<file path="config.mk">
export PLATFORM = sky130hd
export DESIGN_NAME = vga_fb_arbiter_flat
export DESIGN_NICKNAME = d
export VERILOG_FILES = /design/src/rtl/vga_fb_arbiter_if.sv /design/src/rtl/vga_fb_arbiter.sv /design/src/flat_wrapper.sv
export SDC_FILE = /design/constraint.sdc
export NUM_CORES = 1
export LEC_CHECK = 0
export CORE_ASPECT_RATIO = 1.4
export CORE_MARGIN = 2
export CORE_UTILIZATION = 41
export DETAILED_ROUTE_END_ITERATION = 10
export PLACE_DENSITY_LB_ADDON = 0.25
export SYNTH_ARGS = -nofsm -noshare
export SYNTH_HDL_FRONTEND = slang
export SYNTH_SLANG_ARGS = --single-unit
</file>
<file path="constraint.sdc">
create_clock -name clk -period 5.8 [get_ports clk]
set_input_delay 1.16 -clock clk [delete_from_list [all_inputs] [get_ports clk]]
set_output_delay 1.16 -clock clk [all_outputs]
set_load 0.01 [all_outputs]
</file>
<file path="src/rtl/vga_fb_arbiter_if.sv">
// Bundle of scan, draw-write, clear-control and RAM-side signals around the frame-buffer arbiter.
// The arbiter connects as master; the surrounding logic (timing block, drawer, RAM) as slave.
interface vga_fb_arbiter_if #(
  parameter int AW = 16
);
  logic [AW-1:0] vga_addr;
  logic          vga_active;
  logic          vga_pixel;
  logic          wr_req;
  logic [AW-1:0] wr_addr;
  logic          wr_data;
  logic          wr_ack;
  logic          clr_start;
  logic          clr_busy;
  logic          clr_done;
  logic [AW-1:0] mem_addr;
  logic          mem_we;
  logic          mem_wdata;
  logic          mem_rdata;

  modport master (
    input  vga_addr, vga_active, wr_req, wr_addr, wr_data, clr_start, mem_rdata,
    output vga_pixel, wr_ack, clr_busy, clr_done, mem_addr, mem_we, mem_wdata
  );

  modport slave (
    output vga_addr, vga_active, wr_req, wr_addr, wr_data, clr_start, mem_rdata,
    input  vga_pixel, wr_ack, clr_busy, clr_done, mem_addr, mem_we, mem_wdata
  );
endinterface

</file>
<file path="src/rtl/vga_fb_arbiter.sv">
// Single-port 1-bit frame-buffer arbiter: scan reads own the visible window, clear sweep then draw writes use blanking.
// RAM side is combinational from the grant; vga_pixel follows vga_addr by two cycles; writes stall (wr_req held) until granted.
module vga_fb_arbiter #(
  parameter int   AW      = 16,
  parameter logic CLR_VAL = 1'b0
) (
  input  logic              clk,
  input  logic              rst,
  vga_fb_arbiter_if.master  bus
);

  typedef enum logic {S_IDLE, S_CLEAR} state_t;

  state_t        r_state;
  state_t        w_next;
  logic [AW-1:0] r_clr_cnt;
  logic          r_act_d;
  logic          r_vga_pixel;
  logic          r_clr_done;
  logic          w_grant_clr;
  logic          w_grant_wr;
  logic          w_clr_last;

  assign w_clr_last = (r_clr_cnt == {AW{1'b1}});

  always_ff @(posedge clk) begin
    if (rst) r_state <= S_IDLE;
    else     r_state <= w_next;
  end

  always_comb begin
    w_next = r_state;
    case (r_state)
      S_IDLE:  if (bus.clr_start) w_next = S_CLEAR;
      S_CLEAR: if (w_grant_clr && w_clr_last) w_next = S_IDLE;
      default: w_next = S_IDLE;
    endcase
  end

  // A clr_start arriving in IDLE pre-empts any pending write, which then waits out the sweep.
  always_comb begin
    w_grant_clr   = (r_state == S_CLEAR) && !bus.vga_active;
    w_grant_wr    = (r_state == S_IDLE) && !bus.clr_start && !bus.vga_active && bus.wr_req;
    bus.mem_addr  = bus.vga_addr;
    bus.mem_we    = 1'b0;
    bus.mem_wdata = 1'b0;
    bus.wr_ack    = 1'b0;
    bus.clr_busy  = (r_state == S_CLEAR);
    if (w_grant_clr) begin
      bus.mem_addr  = r_clr_cnt;
      bus.mem_we    = 1'b1;
      bus.mem_wdata = CLR_VAL;
    end else if (w_grant_wr) begin
      bus.mem_addr  = bus.wr_addr;
      bus.mem_we    = 1'b1;
      bus.mem_wdata = bus.wr_data;
      bus.wr_ack    = 1'b1;
    end
  end

  always_ff @(posedge clk) begin
    if (rst) begin
      r_clr_cnt   <= '0;
      r_act_d     <= 1'b0;
      r_vga_pixel <= 1'b0;
      r_clr_done  <= 1'b0;
    end else begin
      r_act_d     <= bus.vga_active;
      r_vga_pixel <= bus.mem_rdata & r_act_d;
      r_clr_done  <= w_grant_clr && w_clr_last;
      if (r_state == S_IDLE && bus.clr_start) r_clr_cnt <= '0;
      else if (w_grant_clr)                   r_clr_cnt <= r_clr_cnt + 1'b1;
    end
  end

  assign bus.vga_pixel = r_vga_pixel;
  assign bus.clr_done  = r_clr_done;

endmodule

</file>
<file path="src/flat_wrapper.sv">
// flat-port wrapper written by rule: the top's interface ports become plain ports
module vga_fb_arbiter_flat 
#(
  parameter int   AW      = 16,
  parameter logic CLR_VAL = 1'b0
)
  (clk, rst, bus_vga_addr, bus_vga_active, bus_wr_req, bus_wr_addr, bus_wr_data, bus_clr_start, bus_mem_rdata, bus_vga_pixel, bus_wr_ack, bus_clr_busy, bus_clr_done, bus_mem_addr, bus_mem_we, bus_mem_wdata);
  vga_fb_arbiter_if #(.AW(AW)) bus_i ();
  input  logic clk;
  input  logic rst;
  input wire logic [$bits(bus_i.vga_addr)-1:0] bus_vga_addr;
  input wire logic [$bits(bus_i.vga_active)-1:0] bus_vga_active;
  input wire logic [$bits(bus_i.wr_req)-1:0] bus_wr_req;
  input wire logic [$bits(bus_i.wr_addr)-1:0] bus_wr_addr;
  input wire logic [$bits(bus_i.wr_data)-1:0] bus_wr_data;
  input wire logic [$bits(bus_i.clr_start)-1:0] bus_clr_start;
  input wire logic [$bits(bus_i.mem_rdata)-1:0] bus_mem_rdata;
  output wire logic [$bits(bus_i.vga_pixel)-1:0] bus_vga_pixel;
  output wire logic [$bits(bus_i.wr_ack)-1:0] bus_wr_ack;
  output wire logic [$bits(bus_i.clr_busy)-1:0] bus_clr_busy;
  output wire logic [$bits(bus_i.clr_done)-1:0] bus_clr_done;
  output wire logic [$bits(bus_i.mem_addr)-1:0] bus_mem_addr;
  output wire logic [$bits(bus_i.mem_we)-1:0] bus_mem_we;
  output wire logic [$bits(bus_i.mem_wdata)-1:0] bus_mem_wdata;
  assign bus_i.vga_addr = bus_vga_addr;
  assign bus_i.vga_active = bus_vga_active;
  assign bus_i.wr_req = bus_wr_req;
  assign bus_i.wr_addr = bus_wr_addr;
  assign bus_i.wr_data = bus_wr_data;
  assign bus_i.clr_start = bus_clr_start;
  assign bus_i.mem_rdata = bus_mem_rdata;
  assign bus_vga_pixel = bus_i.vga_pixel;
  assign bus_wr_ack = bus_i.wr_ack;
  assign bus_clr_busy = bus_i.clr_busy;
  assign bus_clr_done = bus_i.clr_done;
  assign bus_mem_addr = bus_i.mem_addr;
  assign bus_mem_we = bus_i.mem_we;
  assign bus_mem_wdata = bus_i.mem_wdata;
  vga_fb_arbiter #(.AW(AW), .CLR_VAL(CLR_VAL)) u_core (.clk(clk), .rst(rst), .bus(bus_i));
endmodule
</file>
Word-level counts from Yosys, hierarchy flattened
Cells that the tools add are included.

Multiplexer cells: 10. Add/sub/neg operators: 1. Shifts and indexed selects: 0. Multipliers: 0. Reductions and logical operators: 9. Bitwise gates (word level): 2. Equality and inequality tests: 1. Div/mod/pow operators: 0. Magnitude comparators: 0.

Operator list (number): $mux W16 (2); $add A16 B1 Y16 const B (1); $eq A16 B16 Y1 const B (1); $mux W1 (7); $logic_and A1 B1 Y1 (6); $logic_not A1 Y1 (2); $pmux W1 S2 (1); $reduce_or A2 Y1 (1); $and A1 B1 Y1 (1); $not A1 Y1 (1).

Bits in writable memories: 0. Output and inout port bits: 22. Register bits after elaboration: 20. Bits in latches: 0. Memories: 0. Input port bits: 39. ROM bits: 0. Word-level logic and storage cells: 28.

Logic depth before layout (Yosys ltp)
Gate-level depths: netlist of run 1.

Word-level depth: 6. Mapped depth: 6. Gate-level depth less buffers: 5.

Worst setup path before layout of run 1
Ideal clock, no wire load.

Path type: input port to output port. From: in bus_vga_active. To: out bus_mem_addr[10]. Data arrival time: 2.349 ns. Setup slack: 2.291 ns. Buffers on the path: 1. Data required time: 4.640 ns. Stages on the path: 5. Cell sequence: nor4b_2 > nor2_1 > clkbuf_1 > nand2_1 > nand2_1.

Longest elaborated chain between the ends: 5. Elaborated cells on any way between the ends: 6. Those cells by class: mux: 2; reduce/logical: 4.

Ends and longest elaborated chain: start, declared (line flat_wrapper.sv:12) `input wire logic [$bits(bus_i.vga_active)-1:0] bus_vga_active;`; $logic_not A1 Y1 * (line vga_fb_arbiter.sv:42, vga_fb_arbiter.sv:43); $logic_and A1 B1 Y1 (2 in series) (line vga_fb_arbiter.sv:43) `w_grant_wr = (r_state == S_IDLE) && !bus.clr_start && !bus.vga_active && bus.wr_req;`; $mux W16 (line vga_fb_arbiter.sv:53) `end else if (w_grant_wr) begin`; $mux W16 * (line vga_fb_arbiter.sv:49) `if (w_grant_clr) begin`; end, declared (line flat_wrapper.sv:22) `output wire logic [$bits(bus_i.mem_addr)-1:0] bus_mem_addr;`.

Mark *: on every way between the ends. The rest lies on a longest branch, timed or not.

Worst setup path in the final report of run 1
From: in bus_vga_active. To: out bus_mem_addr[6].

Same word-level chain as after synthesis.

==> Flow_metrics.wiki, run 1 <==
{| class="wikitable"
! Metric !! Value
|-
| Net load switching power || 70.2 uW
|-
| Fraction of synthesis flops using an asynchronous set or reset pin || 0
|-
| Number of hold violations in the final report || 0
|-
| Total of warnings raised by yosys || 0
|-
| Largest fanout of any net on the critical path || 19
|-
| Pin count of the biggest net entering global routing || 20
|-
| Slew margin rel. || 0.298
|-
| Number of enable flip-flop cells after synthesis || 0
|-
| Number of levels the H-tree was split into || 1
|-
| Setup violators final || 0
|-
| DRC errors left || 0
|-
| Clock Root Buffer || sky130_fd_sc_hd__clkbuf_4
|-
| Share of the synthesized area in the top cell type || 0.356
|-
| Layout overhead on the synthesized area || 58.7%
|-
| Top post-synthesis cells by area || sky130_fd_sc_hd__dfxtp_1, sky130_fd_sc_hd__nand2_1, sky130_fd_sc_hd__a22oi_1
|-
| Clock-pin slew on the worst setup and hold paths || 100 ps
|-
| Relative contribution of the clock network to total power || 0.228
|-
| Part of the Yosys area used for sequential elements || 0.356
|-
| # diodes || 0
|-
| WP data required || 4640 ps
|-
| Proportion of total power due to net switching || 0.249
|-
| Cts bufs inserted || 3
|-
| Total of flip-flops plus latches after synthesis || 20
|-
| Post-synth design cell area || 0.00112 mm^2
|-
| Drt pass-1 iters || 6
|-
| Arr. time, crit path || 3580 ps
|-
| Flop pwr share || 0.498
|-
| Measured slew at the worst slew-check pin || 1050 ps
|-
| Setup repair after global routing missed its margin || no
|-
| Power density over cell area || roughly 160 mW/mm^2
|-
| Post-route clock skew || 4.66 ps
|-
| Combinational Power Share || 0.274
|-
| Floorplan die width || 48.2 um
|-
| Via count of the first global-routing pass || 1187
|-
| Period Utilization, post-route || 0.818
|-
| Launch point of the worst path || bus_vga_active
|-
| Final WS setup || 1060 ps
|-
| Type of the worst setup path || input port to output pin
|-
| Core region area || 0.00262 mm^2
|-
| Initial antenna violation count || 0
|-
| Worst slack after detailed placement || between 1000 and 1500 ps
|-
| Area of the die || 0.00318 mm^2
|-
| Depth of the worst register-to-register path || 4
|-
| Max Clk Rate || 0.211 GHz
|-
| Max-slew violation total from the final report || 0
|-
| Vert. Die Dim || 65.9 um
|-
| Layout Nets || 254
|-
| Vias after detailed routing || 1279
|-
| Routed wire per std cell || 12.4 um
|-
| Wire length of the first global-routing pass || 4930 um
|-
| Number of nets with antenna violations after detailed routing || 0
|-
| Number of setup buffers added after CTS || 0
|-
| Worst reg2reg endpoint || u_core.r_clr_cnt[15]
|-
| Worst ir drop on vdd || ~0.13 mV
|-
| Final-layout fill cell count || ~240
|-
| Critical Path Sink Type || output pin
|-
| Worst reg2reg startpoint || u_core.bus.clr_busy
|-
| Count of instances resized after the clock tree is built || 0
|-
| Mapped Nets || 193
|-
| Final HPWL from detailed placement || 2350 um
|-
| Ratio of cells with drive above 1 in the final layout || 0.0330
|-
| Final-layout setup total negative slack || 0 ps
|-
| Cell with the most instances after synthesis || sky130_fd_sc_hd__nand2_1
|-
| Count of standard-cell rows || 22
|-
| Clk sinks || 20
|-
| Average via count per standard cell || 5.16
|-
| Leakage || 0.666 nW
|-
| Grt ovf || 0
|-
| Global placer's final weighted congestion || 0.838
|-
| Nature of the critical path startpoint || input port
|-
| Internal power consumption || 212 uW
|-
| Clock network latency to the later pin of the worst-skew pair || 290 ps
|-
| Largest area contributor in the synthesized netlist || sky130_fd_sc_hd__dfxtp_1
|-
| Final critical path time including I/O delays and setup || 4740 ps
|-
| Hold buffer count at cts || 0
|-
| Violation count after the first detailed-route iteration || 21
|-
| Netlist cell types || 29
|-
| Mapped Avg Cell Area || around 7.3 um^2
|-
| IO buf count || 60
|-
| GR Util All Layers || 0.210
|-
| Synthesized instance count || 153
|-
| # IOs || about 60
|-
| Critical path endpoint || bus_mem_addr[6]
|-
| Number of maximum-capacitance constraint violations || 0
|-
| Main flop type after synthesis || sky130_fd_sc_hd__dfxtp_1
|-
| Ranking of synthesized cells by instance count || sky130_fd_sc_hd__nand2_1, sky130_fd_sc_hd__dfxtp_1, sky130_fd_sc_hd__a22oi_1
|-
| Starting density of the core || 0.430
|-
| Post-Route WL || 3090 um
|-
| Bufs on Longest Clock Path || 2
|-
| Worst R2R Setup Slack || 3860 ps
|-
| CTS tree || yes
|-
| Classification of the worst-slack hold path || register to register
|-
| Status || finished clean
|}
## worst min path at each step
| stage | endpoint | cells after the start | slack [ps] | from |
|---|---|---|---|---|
| after floorplan | u_core.bus.vga_pixel | 2 | 400 | u_core.r_act_d |
| after global placement | u_core.bus.vga_pixel | 2 | 410 | u_core.r_act_d |
| after detailed placement | u_core.bus.vga_pixel | 2 | 420 | u_core.r_act_d |
| after CTS | u_core.bus.vga_pixel | 2 | 430 | u_core.r_act_d |
| after global routing | u_core.bus.vga_pixel | 2 | 460 | u_core.r_act_d |
| final | u_core.bus.vga_pixel | 2 | 430 | u_core.r_act_d |
## per-stage QoR
step	cell area (um^2)	instances	total power [mW]	util	hold WS, ps
final	1780	248	0.282	0.682	431
after detailed placement	1760	245	0.221	0.673	421
after CTS	1780	248	0.283	0.682	434
after global routing	1780	248	0.295	0.682	464
after global placement	1760	245	0.220	0.673	407
after floorplan	1120	153	0.169	-	395
## final cells by class
class                           count  area, um^2  share of cell area
Sequential cell                    20         400               0.225
Clock buffer                        3        22.5              0.0126
Inverter                            6        22.5              0.0126
Multi-Input combinational cell    121         677               0.380
Timing Repair Buffer               62         616               0.345
Tap cell                           36        45.0              0.0253
## layer usage
metal	vias up	routed length (um)	GRT usage
met2	51	1650	0.372
met4	0	39	0.0709
met5	-	0	0
met3	4	193	0.0273
li1	645	-	-
met1	579	1210	0.243
## critical path: stages
cell and delay (ps):
sky130_fd_sc_hd__clkdlybuf4s50_1 570, sky130_fd_sc_hd__nor4b_2 80, sky130_fd_sc_hd__buf_4 210, sky130_fd_sc_hd__nor2_1 800
sky130_fd_sc_hd__nand2_1 130, sky130_fd_sc_hd__nand2_1 100, sky130_fd_sc_hd__clkdlybuf4s50_1 530
## placed cells by master (no fill, tap or decap), drive strengths merged, types with 3 or more instances in the layout
cell type      Yosys  routed
clkdlybuf4s50      0      60
nand2             41      41
dfxtp             20      20
a22oi             15      15
nor2              14      14
or3                8       8
inv                6       6
a21oi              6       6
xnor2              5       5
o21ai              5       5
xor2               4       4
nand3              3       3
clkbuf             5       3
## cells by family (layout without fill, tap and decap cells)
kind of cell,count (synthesis),after routing,synth area share
compound gates,27,27,0.156
flops,20,20,0.356
buf+inv,12,71,0.0412
simple gates,83,83,0.356
xor+xnor,9,9,0.0702
mux,1,1,0.00891
fa+ha+maj,1,1,0.0111
## power by group through the flow
| stage | combinational (mW) | clock, mW | sequential, mW |
|---|---|---|---|
| floorplan | 0.0251 | 0 | 0.144 |
| global placement | 0.0768 | 0 | 0.143 |
| detailed placement | 0.0774 | 0 | 0.144 |
| CTS | 0.0780 | 0.0642 | 0.140 |
| global route | 0.0839 | 0.0706 | 0.141 |
| finish | 0.0772 | 0.0642 | 0.140 |
## sequential cells by signal, indices dropped and copies added, names as in the netlist
signal / count
u_core.r_clr_cnt: 16
u_core.bus.clr_busy: 1
u_core.bus.clr_done: 1
u_core.bus.vga_pixel: 1
u_core.r_act_d: 1
No activity file was read; power rests on OpenSTA's default activity.
==> inputs of run 2 (changes only) <==
Settings changed: CORE_UTILIZATION 41 to 38.
Clock period 5.8 ns to 4.4 ns, I/O delays scaled along.
==> run 2 against run 1 <==
Net effect: highest routed layer unchanged; cell count grew 1.2%; sequential share of layout area is 0.81 points lower; sequential power is 32% higher; largest power group unchanged.
==> Flow_metrics.wiki, run 2 (same netlist as run 1, synthesis figures left out) <==
{| class="wikitable"
! Metric !! Value
|-
| Kind of cell with the highest combined delay on the critical path || buffers and inverters
|-
| Global placer's final weighted congestion || 0.829 (-1.1%)
|-
| Type of the worst setup path || input port to output pin
|-
| Count of standard-cell rows || 23 (+4.5%)
|-
| Cts bufs inserted || 3 (unchanged)
|-
| GR Util All Layers || 0.195 (-0.0157)
|-
| Routed wire per std cell || 12.6 um (+0.89%)
|-
| Clk sinks || 20 (unchanged)
|-
| Setup violators final || 0 (unchanged)
|-
| Post-Layout Cell Count || 251 (+1.2%)
|-
| Buffer and inverter count on the worst path || 3 (unchanged)
|-
| Largest fanout of any net on the critical path || 11 (-8)
|-
| Final core area utilization || 0.649 (-0.0327)
|-
| # diodes || 0 (unchanged)
|-
| Number of maximum-capacitance constraint violations || 0 (unchanged)
|-
| Number of hold violations in the final report || 0 (unchanged)
|-
| Hold buffer count at cts || 0 (unchanged)
|-
| Standard cell area after detailed placement || 0.00178 mm^2 (+1.0%)
|-
| Worst R2R Setup Slack || 2400 ps (-1460 ps)
|-
| Cell with the largest stage delay on the worst path || sky130_fd_sc_hd__clkdlybuf4s50_1
|-
| Core region area || 0.00285 mm^2 (+8.9%)
|-
| Worst ir drop on vdd || 0.218 mV (+74%)
|-
| Max Clk Rate || about 0.27 GHz
|-
| Wire length of the first global-routing pass || 5180 um (+5.2%)
|-
| WP data required || 3520 ps (-1120 ps)
|-
| Nature of the critical path startpoint || input port
|-
| Bufs on Longest Clock Path || 2 (unchanged)
|-
| Vias after detailed routing || 1296 (+1.3%)
|-
| Vert. Die Dim || 68.3 um (+3.6%)
|-
| Worst slack after detailed placement || 646 ps (-357 ps)
|-
| Number of cells after detailed placement || 247 (+0.82%)
|-
| Status || finished clean
|-
| Leakage || 0.697 nW (+4.7%)
|-
| CP peak stage delay || 590 ps (-210 ps)
|-
| Number of levels the H-tree was split into || 1 (unchanged)
|-
| Final WS setup || 633 ps (-425 ps)
|-
| Count of instances resized after the clock tree is built || 0 (unchanged)
|-
| Max reg flops || 16 (unchanged)
|-
| Setup repair after global routing missed its margin || no
|-
| Post-layout total power || 470 uW (+67%)
|-
| Most frequent cells in the layout || sky130_fd_sc_hd__clkdlybuf4s50_1, sky130_fd_sc_hd__nand2_1, sky130_fd_sc_hd__dfxtp_1
|-
| Worst hold slack across all endpoints || 417 ps (-14.6 ps)
|-
| Non-Filler Cell Area, Final || 0.00185 mm^2 (+3.7%)
|-
| Top reg by flops || u_core.r_clr_cnt
|-
| Initial antenna violation count || 0 (unchanged)
|-
| Area of the die || 0.00341 mm^2 (+7.3%)
|-
| Critical Path Sink Type || output pin
|-
| Layout Nets || 255 (+0.39%)
|-
| Crit-path most repeated cell || sky130_fd_sc_hd__clkdlybuf4s50_1
|-
| Via count of the first global-routing pass || 1216 (+2.4%)
|-
| Final critical path time including I/O delays and setup || 3770 ps
|-
| Average via count per standard cell || 5.16 (+0.12%)
|-
| Final HPWL from detailed placement || 2410 um (+2.6%)
|-
| Layout overhead on the synthesized area || 64.6%
|-
| Most common cell after layout, fill and taps aside || sky130_fd_sc_hd__clkdlybuf4s50_1
|-
| Floorplan die width || 50.0 um (+3.5%)
|-
| Pin count of the biggest net entering global routing || 19 (-5.0%)
|-
| Clock Root Buffer || sky130_fd_sc_hd__clkbuf_8
|-
| Measured slew at the worst slew-check pin || 530 ps (-519 ps)
|-
| Period Utilization, post-route || 0.856
|-
| Max-slew violation total from the final report || 0 (unchanged)
|-
| Ratio of cells with drive above 1 in the final layout || 0.0421 (+0.00904)
|-
| Classification of the worst-slack hold path || register to register
|-
| Number of nets with antenna violations after detailed routing || 0 (unchanged)
|-
| # IOs || 61 (unchanged)
|-
| Grt ovf || 0 (unchanged)
|-
| Number of setup buffers added after CTS || 0 (unchanged)
|-
| Arr. time, crit path || 2890 ps (-690 ps)
|-
| DRC errors left || 0 (unchanged)
|-
| Critical Path, Cell by Cell || clkdlybuf4s50_1 > nor2b_1 > nor2_1 > buf_4 > nand2_1 > nand3_1 > clkdlybuf4s50_1
|-
| Violation count after the first detailed-route iteration || 16 (-24%)
|-
| Post-Route WL || 3150 um (+2.1%)
|-
| Final-layout setup total negative slack || 0 ps (unchanged)
|-
| Post-route clock skew || 8.80 ps (+4.13 ps)
|-
| Starting density of the core || 0.394 (-0.0353)
|-
| Clock network latency to the later pin of the worst-skew pair || 250 ps (-40 ps)
|-
| CTS tree || yes
|-
| Power density over cell area || 254 mW/mm^2 (+61%)
|-
| IO buf count || 60 (unchanged)
|-
| Clock-pin slew on the worst setup and hold paths || 80 ps (-20 ps)
|-
| Drt pass-1 iters || 4 (-2)
|-
| Slew margin rel. || 0.646 (+0.349)
|}
run 2: cell count changes in the layout (fill, tap and decap cells not counted), sizes merged:
cell    previous run  this run
buf                2         3
bufinv             0         1
run 2: cell type report:
| cell class | count | area [um^2] |
|---|---|---|
| clock buffer | 3 | 41.3 |
| sequential | 20 | 400 |
| timing repair buffer | 63 | 623 |
| inverter | 6 | 22.5 |
| multi-input combinational | 121 | 686 |
| fill | 249 | 1000 |
| tap | 37 | 46.3 |
| clock inverter | 1 | 30.0 |
run 2: worst paths after layout:
path	start	to	cells past startpoint
max	bus_vga_active	bus_mem_addr[1]	7
min	u_core.r_act_d	u_core.bus.vga_pixel	2
min reg2reg	u_core.r_act_d	u_core.bus.vga_pixel	2
max reg2reg	u_core.bus.clr_busy	u_core.r_clr_cnt[15]	4
run 2: power by group:
| part | total, mW | switching (mW) | internal [mW] |
|---|---|---|---|
| Sequential | 0.185 | 0.00247 | 0.183 |
| Combinational | 0.105 | 0.0392 | 0.0654 |
| Clock | 0.180 | 0.0591 | 0.121 |
| Total | 0.470 | 0.101 | 0.369 |
run 2: worst reg2reg max path, stage by stage, from the launching register on:
cell and delay (ps):
sky130_fd_sc_hd__dfxtp_1 520, sky130_fd_sc_hd__nand3b_2 200, sky130_fd_sc_hd__or4_1 690, sky130_fd_sc_hd__or3_1 390, sky130_fd_sc_hd__a21oi_1 130
run 2: routing by layer:
layer | wire, um | up-vias | track usage
met4 | 25 | 0 | 0.0764
li1 | - | 649 | -
met3 | 192 | 2 | 0.0306
met2 | 1670 | 46 | 0.380
met5 | 0 | - | 0
met1 | 1260 | 599 | 0.208
